===== config.mk =====
export PLATFORM = sky130hd
export DESIGN_NAME = gate_op_arbiter
export DESIGN_NICKNAME = d
export VERILOG_FILES = /design/src/rtl/gate_op_arbiter.sv
export SDC_FILE = /design/constraint.sdc
export NUM_CORES = 1
export LEC_CHECK = 0
export CAP_MARGIN = 0
export CORE_MARGIN = 1
export CORE_UTILIZATION = 47
export DETAILED_ROUTE_END_ITERATION = 7
export PLACE_DENSITY_LB_ADDON = 0.1
export SLEW_MARGIN = 20
export SYNTH_ARGS = -nofsm -noshare
export SYNTH_HDL_FRONTEND = slang
export SYNTH_SLANG_ARGS = --single-unit

===== constraint.sdc =====
create_clock -name clk -period 1.79 [get_ports clk]
set_input_delay 0.2685 -clock clk [delete_from_list [all_inputs] [get_ports clk]]
set_output_delay 0.2685 -clock clk [all_outputs]
set_load 0.02 [all_outputs]

===== src/rtl/gate_op_arbiter.sv =====
// Round-robin sharing of one bitwise gate unit (AND/OR/XOR/NAND) among NREQ lanes.
// Optional GATE_OP_ARB_STATS_EN adds the done_count and busy outputs.
module gate_op_arbiter #(
    parameter int  NREQ = 4,
    parameter int  W    = 8,
    localparam int IDW  = $clog2(NREQ)
) (
    input  logic              clk,
    input  logic              rst_n,
    input  logic [NREQ-1:0]   req_valid,
    output logic [NREQ-1:0]   req_ready,
    input  logic [2*NREQ-1:0] req_op,
    input  logic [W*NREQ-1:0] req_a,
    input  logic [W*NREQ-1:0] req_b,
    output logic              rsp_valid,
    input  logic              rsp_ready,
    output logic [IDW-1:0]    rsp_id,
    output logic [W-1:0]      rsp_data
`ifdef GATE_OP_ARB_STATS_EN
    ,
    output logic [15:0]       done_count,
    output logic              busy
`endif
);

    typedef enum logic [1:0] {
        IDLE,
        EXEC,
        RESP
    } state_t;

    state_t         state;
    state_t         state_nx;
    logic [IDW-1:0] rr_ptr;
    logic [IDW-1:0] g_reg;
    logic [IDW-1:0] grant_idx;
    logic [IDW:0]   cand;
    logic           grant_found;
    logic           accept;
    logic           done;
    logic [1:0]     op_reg;
    logic [W-1:0]   a_reg;
    logic [W-1:0]   b_reg;
    logic [W-1:0]   gate_y;

    logic [1:0]     op_arr [NREQ];
    logic [W-1:0]   a_arr  [NREQ];
    logic [W-1:0]   b_arr  [NREQ];

    for (genvar i = 0; i < NREQ; i++) begin : g_unpack
        assign op_arr[i] = req_op[2*i +: 2];
        assign a_arr[i]  = req_a[W*i +: W];
        assign b_arr[i]  = req_b[W*i +: W];
    end

    // First valid lane at or above rr_ptr, wrapping modulo NREQ.
    always_comb begin
        grant_found = 1'b0;
        grant_idx   = '0;
        cand        = '0;
        for (int k = 0; k < NREQ; k++) begin
            cand = {1'b0, rr_ptr} + (IDW+1)'(k);
            if (cand >= (IDW+1)'(NREQ)) begin
                cand = cand - (IDW+1)'(NREQ);
            end
            if (!grant_found && req_valid[cand[IDW-1:0]]) begin
                grant_found = 1'b1;
                grant_idx   = cand[IDW-1:0];
            end
        end
    end

    always_comb begin
        state_nx  = state;
        req_ready = '0;
        accept    = 1'b0;
        done      = 1'b0;
        unique case (state)
            IDLE: begin
                if (grant_found && rst_n) begin
                    req_ready[grant_idx] = 1'b1;
                    accept               = 1'b1;
                    state_nx             = EXEC;
                end
            end
            EXEC: state_nx = RESP;
            RESP: begin
                if (rsp_ready) begin
                    done     = 1'b1;
                    state_nx = IDLE;
                end
            end
            default: state_nx = IDLE;
        endcase
    end

    always_comb begin
        gate_y = '0;
        unique case (op_reg)
            2'b00: gate_y = a_reg & b_reg;
            2'b01: gate_y = a_reg | b_reg;
            2'b10: gate_y = a_reg ^ b_reg;
            2'b11: gate_y = ~(a_reg & b_reg);
            default: gate_y = '0;
        endcase
    end

    always_ff @(posedge clk or negedge rst_n) begin
        if (!rst_n) begin
            state <= IDLE;
        end else begin
            state <= state_nx;
        end
    end

    always_ff @(posedge clk or negedge rst_n) begin
        if (!rst_n) begin
            rr_ptr    <= '0;
            g_reg     <= '0;
            op_reg    <= '0;
            a_reg     <= '0;
            b_reg     <= '0;
            rsp_valid <= 1'b0;
            rsp_id    <= '0;
            rsp_data  <= '0;
        end else begin
            if (accept) begin
                g_reg  <= grant_idx;
                op_reg <= op_arr[grant_idx];
                a_reg  <= a_arr[grant_idx];
                b_reg  <= b_arr[grant_idx];
            end
            if (state == EXEC) begin
                rsp_data  <= gate_y;
                rsp_id    <= g_reg;
                rsp_valid <= 1'b1;
            end
            if (done) begin
                rsp_valid <= 1'b0;
                rr_ptr    <= (g_reg == IDW'(NREQ-1)) ? '0 : g_reg + 1'b1;
            end
        end
    end

`ifdef GATE_OP_ARB_STATS_EN
    // Saturating completion counter; holds at all-ones.
    always_ff @(posedge clk or negedge rst_n) begin
        if (!rst_n) begin
            done_count <= '0;
        end else if (done && done_count != 16'hFFFF) begin
            done_count <= done_count + 16'd1;
        end
    end

    assign busy = (state != IDLE);
`endif

endmodule


; ---- Word level (Yosys, flattened, before mapping)
; Cells that the tools add are included.
[totals]
ff_bits = 35
word_cells = 97
[classes]
n_addsub = 8
n_lt_le_gt_ge = 11
n_eq_ne = 8
muxes = 44
bitwise_logic = 5
reduce_logical = 12
[ops]
columns = operator, n
row1 = 8-bit binary-select mux with 2-bit select, 2
row2 = 8-bit two-way mux, 4
row3 = 8-bit case mux with 4 select lines, 1
row4 = 2-bit two-way mux, 13
row5 = "2-bit by 3-bit less-than comparator with 1-bit output, second input constant", 5
row6 = 1-bit two-way mux, 15
row7 = "3-bit >= comparator, second input constant", 4
row8 = 8-bit AND, 1
row9 = 1-bit binary-select mux with 2-bit select, 4
row10 = "2-bit == test, second input constant", 4
row11 = 4-bit two-way mux, 2
row12 = 8-bit NOT, 1
row13 = 8-bit bitwise OR, 1
row14 = "2-bit by 1-bit subtractor with 2-bit output, second input constant", 4
row15 = 8-bit bitwise XOR, 1
row16 = "2-bit by 2-bit adder with 3-bit output, second input constant", 2
row17 = 2-bit case mux with 3 select lines, 1
row18 = 1-bit logical AND, 5
row19 = 2-bit binary-select mux with 2-bit select, 1
row20 = "2-bit by 1-bit == test with 1-bit output, second input constant", 2
row21 = 2-bit zero test, 2
row22 = "2-bit inequality test, second input constant", 2
row23 = "2-bit by 1-bit adder with 3-bit output, second input constant", 1
row24 = "2-bit by 3-bit >= comparator with 1-bit output, second input constant", 1
row25 = 7 further kinds, 9

; ---- Logic depth before layout (Yosys ltp)
; Gate-level depths: netlist of run 1.
[logic_depth]
depth_word = 20
depth_mapped = 7

; ---- Worst setup path before layout of run 1
; OpenSTA, ideal clock, no wires.
[synth_path]
path_kind = reg-to-output
from = reg rr_ptr[1]
to = out req_ready[2]
t_arrival_ns = 1.552
slack_ns = -0.031
path_stages_with_launch = 6
n_path_buf = 1
cell_sequence = dfrtp_1 -> nand2_1 -> a311oi_2 -> or3_1 -> buf_4 -> nor2_1
[synth_via]
elab_chain_len = 20
elab_cells_between_ends = 45
cone_classes = add/sub: 7 / order compare: 6 / mux: 24 / reduce/logical: 8
[synth_lines]
columns = element, line_no
row1 = "start, declared", 34  ; logic [IDW-1:0] rr_ptr;
row2 = "start signal, assigned", 140  ; rr_ptr <= (g_reg == IDW'(NREQ-1)) ? '0 : g_reg + 1'b1;
row3 = "parallel branches: the longest is 18 deep, another holds 2-bit by 1-bit adder with 3-bit output", --
row4 = 4-bit two-way mux (*), 80  ; if (grant_found && rst_n) begin
row5 = 4-bit two-way mux (*), 78  ; unique case (state)
row6 = "end, declared", 11  ; output logic [NREQ-1:0] req_ready,
; Every way passes the cells marked *. The select of a mux whose other input is x is not followed.

; ---- Worst setup path in the final report of run 1
[layout_path]
from = reg state[0]
to = out req_ready[2]
[layout_via]
elab_chain_len = 2
[layout_lines]
columns = element, line_no
row1 = "start, declared", 32  ; state_t state;
row2 = "start signal, assigned", 112  ; state <= state_nx;
row3 = 2-bit zero test, 78
row4 = 4-bit two-way mux, 78
; No other way between the ends.

==> metrics.cfg, run 1 <==
[outcome]
outcome = complete, but fails checks
failed_checks = negative setup slack

[synth]
ys_ff_latch = 35
ys_warn_count = 0
syn_nets = 380
netlist_area_mm2 = 0.00280
syn_avg_cell_area_um2 = 9.84
seq_area_frac_synth_pct = 31.3
synth_cell_types = 36
synth_cells = 284

[clocking]
cts-buffers-inserted = 5
clockRootBuffer = clkbuf_8
clock_latency_ns = 0.30
cts_max_level = 2
ctsHoldBuffers = 0
clockBufferDepth = 2
clkTransAtPathRegs_ns = 0.08
cts_tree = done
clkSinkCount = 35

[drt]
postRouteAntennaNets = 0
wire_per_inst_um = 16.2
vias_per_cell = 5.60
firstDrtPassIters = 4
drt_iter0_drc = 84
drc = 0
wirelength_um = 7510
dr_total_vias = 2592

[critical_path]
cpMaxStageDelayCell = dfrtp_1
critPathTopFamily = simple AND/OR/NAND/NOR gates
path_cells = nor2_1, buf_4, nand3_4, or3_4, nor2_2, buf_6
critPathKind = reg2out
crit_fanout = 3
rr_startpoint = rr_ptr[1]
rrSetupSlack_ns = -0.02
cp-start-kind = register
reg2regPathDepth = 7
worstPathArrival_ns = 1.60
reg2reg_to = b_reg[4]
crit_buf_inv = 2
cpPeakStageDelay_ns = 0.38
end_kind = output port
crit_required_ns = 1.52

[timing]
clock.fmax_mhz = 536
timing.final.crit_share_pct = 104
rsz0062_at_grt = yes
maxSlewViolCount = 0
finalSetupViolCount = 6
setup_ws_ns = -0.0745
tightest_slew_ns = 0.569
fin_skew_ns = 0.00631
report.final.hold_viol_count = 0
min_period_ns = 1.86
max_slew_margin_pct = 62.1

[floorplanning]
coreArea_mm2 = 0.00561
row_count = 27
start_util_pct = 49.8
die_x_um = 79.1
die-area_mm2 = 0.00626
die_y_um = 79.1
ios = 94

[pwr]
peakVddDrop_mv = 1.02
p_switching_mw = 2.35
p_leak_nw = 1.74
powerDensity_mw_per_mm2 = 1390
switching_share_pct = 41.2
p_seq_share_pct = 25.7
combPwrFrac_pct = 59.1
power.share.clock_pct = 15.2
internal-power_mw = 3.35

[global_route]
overflow = 0
first_global_vias = 2616
grt_usage_pct = 26.0
grt_max_degree = 36
antenna_found_initial = 0
grt_pass1_wl_um = 12300

[layout]
stdcell_area_mm2 = 0.00409
post-route-util_pct = 72.9
finish.net_count = 486
synthToLayoutAreaGrowth_pct = 46.3
n_antenna_cell = 0
drive_gt1_share_pct = 24.8

[hold_path]
hp-class = in2async

[flow_run]
drv_cap = 0

[placed_design]
placed_area_mm2 = 0.00388
place_congestion = 0.841
io_buffers = 93
dpl.hpwl_um = 5730

worst register-to-register path: cells and delay by family (launching register included):
kind	cells	cell delay, ns
buffers and inverters	2	0.39
muxes	1	0.30
DFF	1	0.43
and+or+nand+nor	3	0.45
AOI/OAI and AO/OA	1	0.12
worst max-delay path by stage:
stage	from	endpoint	slack, ns	depth (start not counted)
2_1_floorplan	rr_ptr[1]	req_ready[2]	-0.03	5
3_3_place_gp	req_valid[2]	req_ready[2]	-0.67	6
3_5_place_dp	req_valid[2]	req_ready[3]	-0.69	6
4_1_cts	state[1]	req_ready[2]	-0.09	6
5_1_grt	state[0]	req_ready[3]	-0.16	6
6_report	state[0]	req_ready[2]	-0.07	6
cell usage after synthesis:
cell type  instances  share of area [%]
buf_8              1               0.54
or2_2              1               0.22
nor2b_1            1               0.22
a21o_1             9                2.4
clkbuf_1           8                1.1
nor3_1             1               0.18
o221ai_2          15                8.1
o21ai_0           14                2.5
nor2_2             2               0.45
nand2b_1           4               0.90
nand3_4            2                1.3
dfrtp_1           35                 31
buf_4              2               0.54
o221ai_1           1               0.31
ha_1              17                7.6
or2_1              2               0.45
mux2_2             3                1.2
o21ai_4            1               0.58
o31ai_1           19                5.1
a311oi_2           1               0.54
o211ai_2           2               0.90
inv_1             21                2.8
or3_1              1               0.22
nand4_1           18                4.0
inv_4              1               0.22
a211oi_1           7                1.9
nor2_1            19                2.6
o21a_1             1               0.27
buf_6              5                2.0
buf_2              7                1.3
a21oi_2            1               0.31
or4_4              1               0.40
a21o_4            10                5.4
mux2i_1           21                7.5
nand2_1           14                1.9
a21oi_1           16                2.9
metrics by stage:
stage / total power, mW / setup WS [ns] / hold WS, ns / TNS (ns) / std cells
6_report: 5.70 / -0.0745 / 0.0976 / -0.201 / 463
5_1_grt: 6.17 / -0.157 / 0.133 / -1.44 / 463
4_1_cts: 5.62 / -0.0877 / 0.106 / -0.173 / 462
3_5_place_dp: 4.72 / -0.693 / 0.433 / -9.52 / 454
3_3_place_gp: 4.62 / -0.667 / 0.428 / -8.92 / 454
2_1_floorplan: 3.69 / -0.0308 / -0.0271 / -0.0615 / 284
power by group through the flow:
stage / Sequential, mW / Combinational, mW / Clock, mW
2_1_floorplan: 1.49 / 2.20 / 0
3_3_place_gp: 1.45 / 3.17 / 0
3_5_place_dp: 1.47 / 3.25 / 0
4_1_cts: 1.46 / 3.28 / 0.873
5_1_grt: 1.52 / 3.73 / 0.914
6_report: 1.47 / 3.37 / 0.867
repair_timing:
item	4_1_cts	5_1_grt
endpoints found under the hold margin	0	0
resized for setup	28	17
endpoints found under the setup margin	22	17
setup buffers	0	1
pin swaps	3	5
cell families after synthesis:
| logic type | count (synthesis) | share of synthesized area, % |
|---|---|---|
| multiplexers | 24 | 8.73 |
| adder cells (fa/ha/maj) | 17 | 7.61 |
| buffers and inverters | 45 | 8.46 |
| AND/OR/NAND/NOR | 66 | 12.8 |
| AO/OA/AOI/OAI | 97 | 31.1 |
| flip-flops | 35 | 31.3 |
cells in the final DEF, fill, tap and decap left out, types with 10 or more instances in the layout:
cell type	instances
o31ai_1	18
inv_1	21
ha_1	17
nand2_1	13
a21o_4	10
buf_4	29
o21ai_0	14
nor2_1	16
o221ai_2	15
dfrtp_1	34
a21oi_1	15
mux2i_1	16
clkdlybuf4s50_1	84
nand4_1	18
routing by layer:
| layer | vias to the layer above | GRT usage [%] | routed length, um |
|---|---|---|---|
| li1 | 1262 | - | - |
| met4 | 0 | 11.5 | 212 |
| met1 | 1224 | 32.3 | 3340 |
| met5 | - | 0 | 0 |
| met3 | 21 | 4.60 | 327 |
| met2 | 85 | 44.1 | 3630 |
final cells by class:
class | instances | area [um2]
well taps | 72 | 90.1
fillers | 445 | 1520
repair buffers | 122 | 1150
flip-flops and latches | 35 | 877
multi-input cells | 204 | 1750
clock buffers | 5 | 68.8
clock inverters | 3 | 67.6
inverters | 22 | 85.1
No activity file was read; power rests on OpenSTA's default activity.
==> run 2, diff against run 1 <==
SETUP_SLACK_MARGIN = 0.15   (was not set)
==> run 2 against run 1 <==
Effect of this change:
- the run still ends with negative setup slack left
- total power rose by 5.9%
- sequential cell count did not move
- clock skew barely moved
- via count rose by 4.7%
- sequential power fell by 3%
- clock power fell by 32%
- register-to-register slack barely moved
- count of clock-buffer cells in the layout rose by 1
- worst setup slack got worse by 0.0061 ns
- first-iteration DRC count fell by 3.6%
- fmax fell by 0.33%
- die area did not move
- critical endpoint unchanged
- largest cell class unchanged
==> metrics.cfg, run 2 (same netlist as run 1, synthesis figures left out) <==
[outcome]
outcome = complete, but fails checks
failed_checks = negative setup slack

[timing]
finalSetupViolCount = 8  ; +2
maxSlewViolCount = 0  ; unchanged
fin_skew_ns = 0.00633  ; +0.0000164 ns
clock.fmax_mhz = 535  ; -0.33%
tightest_slew_ns = 0.439  ; -0.130 ns
report.final.hold_viol_count = 0  ; unchanged
rsz0062_at_grt = yes
max_slew_margin_pct = 70.7  ; +8.7 points
timing.final.crit_share_pct = 105  ; +0.34 points
setup_ws_ns = -0.0806  ; -0.00614 ns
min_period_ns = 1.87  ; +0.00614 ns
fin_hold_ws_ns = 0.0867  ; -0.0109 ns

[placed_design]
dp_cells = 454  ; unchanged
io_buffers = 93  ; unchanged
place_congestion = 0.807  ; -4.1%
dpl.hpwl_um = 5710  ; -0.23%

[pwr]
combPwrFrac_pct = 66.7  ; +7.6 points
switching_share_pct = 42.3  ; +1.1 points
peakVddDrop_mv = 0.987  ; -3.3%
p_switching_mw = 2.55  ; +8.6%
powerDensity_mw_per_mm2 = 1380  ; -1.1%
p_seq_share_pct = 23.5  ; -2.2 points
power.share.clock_pct = 9.8  ; -5.4 points
p_leak_nw = 1.79  ; +2.9%
internal-power_mw = 3.48  ; +3.9%

[floorplanning]
die-area_mm2 = 0.00626  ; unchanged
row_count = 27  ; unchanged
coreArea_mm2 = 0.00561  ; unchanged
start_util_pct = 49.8  ; unchanged
die_x_um = 79.1  ; unchanged
die_y_um = 79.1  ; unchanged
ios = 94  ; unchanged

[layout]
n_antenna_cell = 0  ; unchanged
stdcell_count = 470  ; +1.5%
synthToLayoutAreaGrowth_pct = 56.6
final_cell_mix = clkdlybuf4s50_1, dfrtp_1, buf_4
final_common_cell = clkdlybuf4s50_1
drive_gt1_share_pct = 30.2  ; +5.3 points
finish.net_count = 494  ; +1.6%
n_fill_cell = 394  ; -11%

[clocking]
cts_max_level = 2  ; unchanged
clockRootBuffer = clkbuf_8
cts_tree = done
clockBufferDepth = 2  ; unchanged
cts-buffers-inserted = 5  ; unchanged
clkSinkCount = 35  ; unchanged
clock_latency_ns = 0.29  ; about the same
clkTransAtPathRegs_ns = 0.07  ; about the same

[global_route]
grt_pass1_wl_um = 13400  ; +9.0%
overflow = 0  ; unchanged
grt_max_degree = 36  ; unchanged
antenna_found_initial = 0  ; unchanged
first_global_vias = 2754  ; +5.3%
grt_usage_pct = 28.2  ; +2.1 points

[critical_path]
crit_required_ns = 1.52  ; about the same
worstPathArrival_ns = 1.60  ; about the same
cpMaxStageDelayCell = dfrtp_2
cp.depth = 5  ; -1
cpPeakStageDelay_ns = 0.45  ; +0.07 ns
crit_fanout = 5  ; +2
cp-start-kind = register
rrSetupSlack_ns = -0.01  ; about the same
end_kind = output port
crit_buf_inv = 1  ; -1
critPathKind = reg2out
rr_startpoint = rr_ptr[1]
cp-startpoint = rr_ptr[1]
critPathTopFamily = simple AND/OR/NAND/NOR gates
path_cells = nand2_2, a311oi_2, or3_4, nor2_4, buf_6
endpoint = req_ready[2]
reg2reg_to = a_reg[2]
reg2regPathDepth = 7  ; unchanged

[drt]
drc = 0  ; unchanged
dr_total_vias = 2715  ; +4.7%
postRouteAntennaNets = 0  ; unchanged
firstDrtPassIters = 5  ; +1
vias_per_cell = 5.78  ; +3.2%
drt_iter0_drc = 81  ; -3.6%
wire_per_inst_um = 17.6  ; +8.6%
wirelength_um = 8280  ; +10%

[flow_run]
drv_cap = 0  ; unchanged

[hold_path]
hp-class = in2async

-- run 2: cell type report --
cell class,count,area (um2),share of cell area (%)
clock buffers,6,82.6,1.89
clock inverters,1,5.00,0.114
inverters,22,85.1,1.94
multi-input cells,204,1940,44.4
flip-flops and latches,35,877,20.0
well taps,72,90.1,2.06
repair buffers,130,1290,29.5
-- run 2: routing by layer --
metal / up-vias / wire length, um / part of all wire (%) / global-route usage, %
met5: - / 0 / 0 / 0
met3: 21 / 537 / 6.5 / 5.86
met2: 121 / 4230 / 51 / 49.3
met4: 0 / 232 / 2.8 / 10.2
li1: 1277 / - / - / -
met1: 1296 / 3280 / 40 / 33.9
-- run 2: power by group through the flow --
stage,registers (mW),logic (mW),clock network [mW]
6_report,1.42,4.02,0.591
5_1_grt,1.46,4.39,0.627
3_3_place_gp,1.40,3.24,0
2_1_floorplan,1.50,2.25,0
4_1_cts,1.41,3.87,0.594
3_5_place_dp,1.42,3.33,0
-- run 2: through the flow --
stage	utilization (%)	worst slack, ns	power, mW	setup TNS (ns)	cell area [um2]
5_1_grt	78.0	-0.145	6.48	-1.41	4380
4_1_cts	76.7	-0.117	5.87	-0.250	4300
2_1_floorplan	-	0.146	3.74	0	2840
3_3_place_gp	69.7	-0.649	4.65	-9.62	3910
3_5_place_dp	69.7	-0.685	4.75	-10.59	3910
6_report	78.0	-0.0806	6.04	-0.239	4380
-- run 2: how the worst min path moves through the flow --
stage                      from        end  slack (ns)
after floorplan           rst_n   a_reg[0]       -0.03
after global placement    rst_n   state[1]        0.43
after detailed placement  rst_n  rsp_valid        0.42
after CTS                 rst_n  rsp_valid        0.11
after global routing      rst_n  rsp_valid        0.14
final                     rst_n   state[0]        0.09
-- run 2: repair_timing --
| action | 4_1_cts | 5_1_grt |
|---|---|---|
| hold buffers | 0 | 0 |
| setup buffers | 5 | 2 |
| pin swaps | 12 | 5 |
| gates cloned | 2 | 0 |
| endpoints found under the setup margin | 23 | 23 |
| resized for setup | 75 | 9 |
